## src/rtl/dispatch_ctrl.sv

```systemverilog
// dispatch_ctrl: holds one renamed instruction, decodes its FU class and
// dispatches to the ALU/branch/LSU reservation station when it and the ROB
// have space. Also keeps the FU-availability scoreboard (fu_free) and
// sequences the post-mispredict flush window.
// Ports: clk, reset (sync, active-high); rename side in_valid/in_ready/Opcode;
//   rob_full, rs_full[2:0]; fu_issued/fu_done scoreboard pulses; mispredict;
//   outputs di_en (one-hot), fu_sel, rob_alloc, fu_free, illegal_op,
//   flushing, stall_cnt.
// Optional macro DISPATCH_PERF_EN: when defined, stall_cnt is a saturating
//   blocked-cycle counter; otherwise stall_cnt is tied to zero.
module dispatch_ctrl #(
    parameter int unsigned FLUSH_CYCLES = 2,
    parameter int unsigned STALL_W      = 16
) (
    input  logic               clk,
    input  logic               reset,
    input  logic               in_valid,
    output logic               in_ready,
    input  logic [6:0]         Opcode,
    input  logic               rob_full,
    input  logic [2:0]         rs_full,
    input  logic [2:0]         fu_issued,
    input  logic [2:0]         fu_done,
    input  logic               mispredict,
    output logic [2:0]         di_en,
    output logic [1:0]         fu_sel,
    output logic               rob_alloc,
    output logic [2:0]         fu_free,
    output logic               illegal_op,
    output logic               flushing,
    output logic [STALL_W-1:0] stall_cnt
);

    typedef enum logic [1:0] {
        RUN   = 2'd0,
        STALL = 2'd1,
        FLUSH = 2'd2
    } state_e;

    localparam logic [3:0] FLUSH_LD = 4'(FLUSH_CYCLES);

    state_e     state_q;
    logic       slot_valid_q;
    logic [1:0] fu_sel_q;
    logic       illegal_q;
    logic [3:0] flush_cnt_q;
    logic [2:0] fu_free_q;
    logic [2:0] fu_free_d;

    logic       dec_legal;
    logic [1:0] dec_cls;
    logic       rs_blk;
    logic       in_flush;
    logic       fire;
    logic       accept;

    always_comb begin
        dec_legal = 1'b1;
        dec_cls   = 2'd0;
        case (Opcode)
            7'b0110011, 7'b0010011,
            7'b0110111, 7'b0010111: dec_cls = 2'd0;
            7'b1100011, 7'b1101111,
            7'b1100111:             dec_cls = 2'd1;
            7'b0000011, 7'b0100011: dec_cls = 2'd2;
            default: begin
                dec_legal = 1'b0;
                dec_cls   = 2'd0;
            end
        endcase
    end

    always_comb begin
        rs_blk = 1'b1;
        case (fu_sel_q)
            2'd0:    rs_blk = rs_full[0];
            2'd1:    rs_blk = rs_full[1];
            2'd2:    rs_blk = rs_full[2];
            default: rs_blk = 1'b1;
        endcase
    end

    assign in_flush = (state_q == FLUSH);

    // Mispredict kills both the dispatch and the accept of this cycle.
    assign fire = slot_valid_q & ~rs_blk & ~rob_full
                & ~in_flush & ~mispredict;
    assign in_ready = ~in_flush & ~mispredict
                    & (~slot_valid_q | fire);
    assign accept = in_valid & in_ready;

    assign di_en      = fire ? (3'b001 << fu_sel_q) : 3'b000;
    assign rob_alloc  = fire;
    assign fu_sel     = fu_sel_q;
    assign fu_free    = fu_free_q;
    assign illegal_op = illegal_q;
    assign flushing   = in_flush;

    // Issue wins over done when both pulse for the same FU.
    assign fu_free_d = (fu_free_q | fu_done) & ~fu_issued;

    always_ff @(posedge clk) begin
        if (reset) begin
            state_q      <= RUN;
            slot_valid_q <= 1'b0;
            fu_sel_q     <= 2'd0;
            illegal_q    <= 1'b0;
            flush_cnt_q  <= 4'd0;
            fu_free_q    <= 3'b111;
        end else begin
            fu_free_q <= fu_free_d;
            illegal_q <= accept & ~dec_legal;
            if (mispredict) begin
                state_q      <= FLUSH;
                flush_cnt_q  <= FLUSH_LD;
                slot_valid_q <= 1'b0;
            end else if (in_flush) begin
                flush_cnt_q <= flush_cnt_q - 4'd1;
                if (flush_cnt_q <= 4'd1) begin
                    state_q <= RUN;
                end
            end else begin
                state_q <= (slot_valid_q & ~fire) ? STALL : RUN;
                if (accept & dec_legal) begin
                    slot_valid_q <= 1'b1;
                    fu_sel_q     <= dec_cls;
                end else if (fire) begin
                    slot_valid_q <= 1'b0;
                end
            end
        end
    end

`ifdef DISPATCH_PERF_EN
    logic [STALL_W-1:0] stall_q;

    always_ff @(posedge clk) begin
        if (reset) begin
            stall_q <= '0;
        end else if (slot_valid_q & ~fire & ~in_flush & ~(&stall_q)) begin
            stall_q <= stall_q + STALL_W'(1);
        end
    end

    assign stall_cnt = stall_q;
`else
    assign stall_cnt = '0;
`endif

endmodule

```

## config.mk

```make
export PLATFORM = sky130hd
export DESIGN_NAME = dispatch_ctrl
export DESIGN_NICKNAME = d
export VERILOG_FILES = /design/src/rtl/dispatch_ctrl.sv
export SDC_FILE = /design/constraint.sdc
export NUM_CORES = 1
export LEC_CHECK = 0
export ABC_AREA = 1
export CORE_ASPECT_RATIO = 1.2
export CORE_MARGIN = 3
export CORE_UTILIZATION = 38
export DETAILED_ROUTE_END_ITERATION = 10
export PLACE_DENSITY = 0.83
export SYNTH_ARGS = -nofsm -noshare
export SYNTH_HDL_FRONTEND = slang
export SYNTH_SLANG_ARGS = --single-unit
```

## constraint.sdc

```tcl
create_clock -name clk -period 1.73 [get_ports clk]
set_input_delay 0.346 -clock clk [delete_from_list [all_inputs] [get_ports clk]]
set_output_delay 0.346 -clock clk [all_outputs]
set_load 0.02 [all_outputs]
```

## Yosys cells after proc, flatten, opt, wreduce, memory -nomap -nowiden

Index checks and enable logic that the tools add are counted.

- Register bits: 13
- Input bits: 21
- Output and inout port bits: 28
- Word-level logic and storage cells: 67

- $add $sub $neg: 1
- Order comparisons: 1
- Equality and inequality tests: 14
- Shift-type cells: 1
- Mux-type cells: 12
- Bitwise logic cells: 21
- Reductions and logical operators: 9

Operators by type and width:

| operator | number |
|---|---|
| == test 7 x 6 -> 1 bit (second input constant) | 3 |
| == test 7 bit (second input constant) | 3 |
| == test 7 x 5 -> 1 bit (second input constant) | 2 |
| bitwise AND 1 bit | 10 |
| 2-to-1 mux 2 bit | 5 |
| OR reduction 9 bit | 1 |
| == test 7 x 2 -> 1 bit (second input constant) | 1 |
| inverter 1 bit | 7 |
| == test 2 bit (second input constant) | 2 |
| less-or-equal comparator 4 x 1 -> 1 bit (second input constant) | 1 |
| 2-to-1 mux 1 bit | 4 |
| case mux 2 bit (2 select lines) | 1 |
| nonzero test 2 bit | 2 |
| OR reduction 2 bit | 2 |
| subtractor 4 x 1 -> 4 bit (second input constant) | 1 |
| bitwise AND 3 bit | 1 |
| 2-to-1 mux 3 bit | 1 |
| inequality test 3 x 2 -> 1 bit (second input constant) | 1 |
| inverter 3 bit | 1 |
| OR 3 bit | 1 |
| case mux 1 bit (3 select lines) | 1 |
| AND reduction 3 bit | 1 |
| OR reduction 3 bit | 1 |
| << shifter 1 x 2 -> 3 bit (first input constant) | 1 |
| 5 further kinds | 5 |

## Depth between registers and ports, before layout

- Word-level depth: 13
- Gate-level depth with buffers: 10
- Mapped depth without buffers: 10

## Least setup slack after synthesis

No wires, ideal clock.

- Path kind: register to output
- Start point: reg fu_sel_q[1] (netlist: fu_sel[1])
- End point: out di_en[0]
- Data arrival time: 1382 ps
- Required time: 1384 ps
- Path slack: 2 ps
- Cell stages (with the launch flop): 9
- Buffers on the path: 0
- Cell sequence: dfxtp_1 -> inv_2 -> nand3_2 -> nand2_1 -> inv_1 -> nand3_2 -> inv_1 -> nand2_1 -> nor2_1

- Longest elaborated chain between the ends: 8
- Elaborated cells on any way between the ends: 11
- Those cells by class: 2 x eq/ne; 1 x shift; 2 x mux; 5 x bitwise; 1 x reduce/logical

RTL lines:

| element | RTL line | source |
|---|---|---|
| from (decl) | 44 | `logic [1:0] fu_sel_q;` |
| from (signal assigned) | 126 | `fu_sel_q <= dec_cls;` |
| == test 2 bit, or another cell as far along | 75 | `case (fu_sel_q)` |
| case mux 1 bit (3 select lines) * | 75 |  |
| inverter 1 bit * | 86 | `assign fire = slot_valid_q & ~rs_blk & ~rob_full` |
| bitwise AND 1 bit * (2 in a row) | 86 |  |
| bitwise AND 1 bit * (2 in a row) | 87 | `& ~in_flush & ~mispredict;` |
| named net rob_alloc | 27 | `output logic rob_alloc,` |
| 2-to-1 mux 3 bit * | 92 | `assign di_en = fire ? (3'b001 << fu_sel_q) : 3'b000;` |
| to (decl) | 25 | `output logic [2:0] di_en,` |

The timed path passes the listed nets; every way through them passes the cells marked *.

## Worst setup path in the final report

- Start point: in rs_full[0]
- End point: out di_en[0]

- Longest elaborated chain between the ends: 7

RTL lines:

| element | RTL line | source |
|---|---|---|
| from (decl) | 21 | `input logic [2:0] rs_full,` |
| case mux 1 bit (3 select lines) | 75 |  |
| inverter 1 bit | 86 |  |
| bitwise AND 1 bit (2 in a row) | 86 |  |
| bitwise AND 1 bit (2 in a row) | 87 |  |
| 2-to-1 mux 3 bit | 92 |  |

Every way passes these cells.

==> impl_metrics.prom <==
# TYPE chip_impl_metric gauge
chip_impl_info{name="cts_root_buffer",value="clkbuf_4"} 1
chip_impl_metric{name="number_of_nets_in_the_finished_design",unit=""} 175
chip_impl_metric{name="stdcell_count",unit=""} 170
chip_impl_metric{name="final.setup_skew",unit="ns"} 0.00281
chip_impl_metric{name="postRouteWirelength",unit="microns"} 1790
chip_impl_metric{name="rows",unit=""} 17
chip_impl_metric{name="ir_worst_vdd",unit="mV"} 0.380
chip_impl_metric{name="detailedRoute.firstPassIterationCount",unit=""} 3
chip_impl_metric{name="crit_path_largest_cell_delay",unit="ns"} 0.48
chip_impl_metric{name="groute.layer.met2.usage",unit="%"} 29.2
chip_impl_metric{name="dpl_cell_area",unit="sq um"} 1120
chip_impl_metric{name="cts_sinks",unit=""} 13
chip_impl_metric{name="power_report.internal_total",unit="uW"} 483
chip_impl_metric{name="synth_sequential_area_ratio",unit="%"} 34.2
chip_impl_metric{name="post-route-period-util",unit="%"} 100
chip_impl_metric{name="sequential_cell_area",unit="sq um"} 267
chip_impl_metric{name="initial_core_util",unit="%"} 40.7
chip_impl_metric{name="timing.final.hold_violations",unit=""} 0
chip_impl_metric{name="setup_violations",unit=""} 1
chip_impl_metric{name="first_global_vias",unit=""} 716
chip_impl_metric{name="post_synth.cell_area_avg",unit="sq um"} 7.19
chip_impl_metric{name="critical_path_required",unit="ns"} 1.38
chip_impl_metric{name="multi_input_area",unit="sq um"} 422
chip_impl_metric{name="crit_arrival",unit="ns"} 1.39
chip_impl_info{name="rsz_0062_raised_after_global_routing",value="true"} 1
chip_impl_metric{name="drv_cap",unit=""} 0
chip_impl_metric{name="design_power_total",unit="uW"} 680
chip_impl_metric{name="crit_path_max_fanout",unit=""} 4
chip_impl_metric{name="timing.final.crit_period",unit="ns"} 1.73
chip_impl_metric{name="die_area",unit="sq um"} 2580
chip_impl_metric{name="htreeDepth",unit=""} 1
chip_impl_metric{name="final_layout_size_suffix_gt1_share",unit="%"} 26.5
chip_impl_metric{name="grt_start_max_net_pins",unit=""} 8
chip_impl_metric{name="synth_top_cell_area_share",unit="%"} 34.2
chip_impl_metric{name="max_freq",unit="MHz"} 577
chip_impl_metric{name="pwr-share-seq",unit="%"} 46.8
chip_impl_metric{name="route.detailed.drc",unit=""} 0
chip_impl_metric{name="max_slew_vio_count",unit=""} 0
chip_impl_metric{name="drt_first_iter_violations",unit=""} 3
chip_impl_metric{name="yosys_register_bits",unit=""} 13
chip_impl_metric{name="grt_antenna_before_repair",unit=""} 0
chip_impl_metric{name="detailed_place_hpwl",unit="microns"} 1460
chip_impl_metric{name="placedCellCount",unit=""} 166
chip_impl_info{name="final_common_cell",value="clkdlybuf4s50_1"} 1
chip_impl_metric{name="routed_wire_per_std_cell",unit="microns"} 10.5
chip_impl_info{name="layout_common_cells",value="clkdlybuf4s50_1, conb_1, nand2_1"} 1
chip_impl_metric{name="grt_first_pass_wirelength",unit="microns"} 2660
chip_impl_info{name="timing.critical_path.to_type",value="output pin"} 1
chip_impl_metric{name="clock_power_share",unit="%"} 26.6
chip_impl_metric{name="maximum_number_of_buffers_from_clock_root_to_sink",unit=""} 2
chip_impl_metric{name="crit_buf_inv",unit=""} 3
chip_impl_info{name="path_cells",value="clkdlybuf4s50_1 -> nand3_2 -> nand3_4 -> inv_2 -> nand2_2 -> nor2_1 -> buf_4"} 1
chip_impl_metric{name="post_cts_setup_repair_buffer_count",unit=""} 0
chip_impl_metric{name="num_antenna_cells",unit=""} 0
chip_impl_metric{name="tritoncts.num_buffers",unit=""} 3
chip_impl_metric{name="worstSkewPairLatency",unit="ns"} 0.26
chip_impl_metric{name="power_density",unit="nW/um^2"} 577
chip_impl_metric{name="die_w",unit="microns"} 46.9
chip_impl_metric{name="num_vias",unit=""} 771
chip_impl_info{name="worstSetupStartpointType",value="input port"} 1
chip_impl_metric{name="final_util",unit="%"} 63.0
chip_impl_metric{name="fillers",unit=""} 186
chip_impl_info{name="failing_checks",value="setup timing"} 1
chip_impl_info{name="critical_path_type",value="in2out"} 1
chip_impl_info{name="synth_top_cell_by_area",value="dfxtp_1"} 1
chip_impl_info{name="critical_path.slowest_cell",value="clkdlybuf4s50_1"} 1
chip_impl_metric{name="io_pins",unit=""} 49
chip_impl_info{name="top_usage_layer",value="met2"} 1
chip_impl_metric{name="place.port_buffers",unit=""} 32
chip_impl_info{name="worst_path_dominant_cell_family",value="buffers and inverters"} 1
chip_impl_metric{name="place_congestion",unit=""} 0.752
chip_impl_metric{name="p_comb_share",unit="%"} 26.7
chip_impl_info{name="run_status",value="complete, but fails checks"} 1
chip_impl_metric{name="switching_power",unit="uW"} 197
chip_impl_info{name="synth.area.top_cells",value="dfxtp_1, buf_4, inv_1, nand2_1, nor2_1"} 1
chip_impl_metric{name="drt-vias-per-instance",unit=""} 4.54
chip_impl_metric{name="area_growth",unit="%"} 54.7
chip_impl_metric{name="synthesis.yosys.warnings",unit=""} 0
chip_impl_metric{name="grt_use_total",unit="%"} 14.3
chip_impl_metric{name="grt_use_met1",unit="%"} 13.6
chip_impl_metric{name="stdcell_area",unit="sq um"} 1180
chip_impl_metric{name="core-area",unit="sq um"} 1870
chip_impl_metric{name="grt-ovfl-total",unit=""} 0
chip_impl_metric{name="syn-cell-area",unit="sq um"} 762
chip_impl_metric{name="grt_util_met3",unit="%"} 3.88
chip_impl_metric{name="synth_cell_types",unit=""} 22
chip_impl_metric{name="power_switching_share",unit="%"} 29.0
chip_impl_info{name="type_of_the_worst_min_delay_path",value="reg2reg"} 1
chip_impl_metric{name="vertical_extent_of_the_die",unit="microns"} 55.1
chip_impl_metric{name="synth_cells",unit=""} 106
chip_impl_metric{name="clock_pin_slew_on_the_worst_setup_and_hold_paths",unit="ns"} 0.07
chip_impl_metric{name="cellLeakagePower",unit="uW"} 0.000565
chip_impl_metric{name="fin_ws",unit="ns"} -0.00171
chip_impl_metric{name="drt.antenna.violating_nets",unit=""} 0
chip_impl_info{name="cts_tree",value="built"} 1
logic make-up after synthesis:
kind of cell	after synthesis	synth area share (%)
flops	13	34.2
buf+inv	31	23.2
compound gates	12	9.36
other cells	1	0.492
simple gates	47	29.6
fa+ha+maj	2	3.28
cell usage after synthesis:
cell / n
nor2_1: 14
a31oi_1: 1
inv_1: 14
nand2_1: 14
ha_1: 2
conb_1: 1
o21ai_0: 5
dfxtp_1: 13
a21oi_2: 1
nand2_4: 1
nand3_2: 2
nand4_1: 2
o21ai_2: 1
nand3_1: 5
nor3_1: 4
nand2_2: 1
buf_4: 16
a21boi_0: 1
or2_2: 2
a21oi_1: 3
nor4_1: 2
inv_2: 1
per-stage QoR:
stage / setup TNS [ns] / hold WS (ns) / setup slack (ns)
2_1_floorplan: 0 / 0.415 / 0.00225
3_3_place_gp: -2.75 / 0.446 / -0.594
3_5_place_dp: -2.91 / 0.453 / -0.629
4_1_cts: 0 / 0.467 / 0.00425
5_1_grt: -0.149 / 0.507 / -0.0695
6_report: -0.00171 / 0.459 / -0.00171
state kept, by name, summed over array words and instances (netlist names):
register      cells
fu_sel            2
illegal_op        1
slot_valid_q      1
flush_cnt_q       4
state_q           2
fu_free           3
worst register-to-register path, stage by stage (launching register included):
cell     delay [ns]
dfxtp_1        0.30
inv_1          0.06
nand2_2        0.08
buf_4          0.14
inv_1          0.05
buf_4          0.12
nand2_1        0.06
nor3_1         0.19
o21ai_0        0.11
a21oi_1        0.12
routing by layer:
metal  share of wire, %  up-vias
met5                  0        -
met4                  0        0
met3                8.7        0
met2                 57       31
met1                 34      345
li1                   -      395
power groups by stage:
stage	sequential, uW	combinational [uW]	clock, uW
global route	320	199	208
finish	318	181	181
CTS	319	174	188
floorplan	332	109	0
detailed placement	326	179	0
global placement	326	176	0
layout make-up:
class                           instances  area share [%]
Clock buffer                            4            2.23
Inverter                               15            4.78
Multi-Input combinational cell         77            35.8
Sequential cell                        13            22.6
Tap cell                               19            2.02
Timing Repair Buffer                   42            32.6
repair_timing:
action / 4_1_cts / 5_1_grt
hold buffers: 0 / 0
pin swaps: 7 / 4
gates cloned: 0 / 0
resized for setup: 33 / 14
endpoints found under the setup margin: 7 / 7
final timing paths:
| kind | from | slack (ns) | to | depth (start not counted) |
|---|---|---|---|---|
| hold / removal | flush_cnt_q[3]$_SDFFE_PP0P_ | 0.46 | flush_cnt_q[3]$_SDFFE_PP0P_ | 1 |
| setup reg to reg | state_q[0]$_SDFFE_PP0P_ | 0.44 | flush_cnt_q[3]$_SDFFE_PP0P_ | 9 |
| hold reg to reg | flush_cnt_q[3]$_SDFFE_PP0P_ | 0.46 | flush_cnt_q[3]$_SDFFE_PP0P_ | 1 |
| setup / recovery | rs_full[0] | -0.002 | di_en[0] | 7 |
Note: power is estimated with default switching activity, not from simulation.
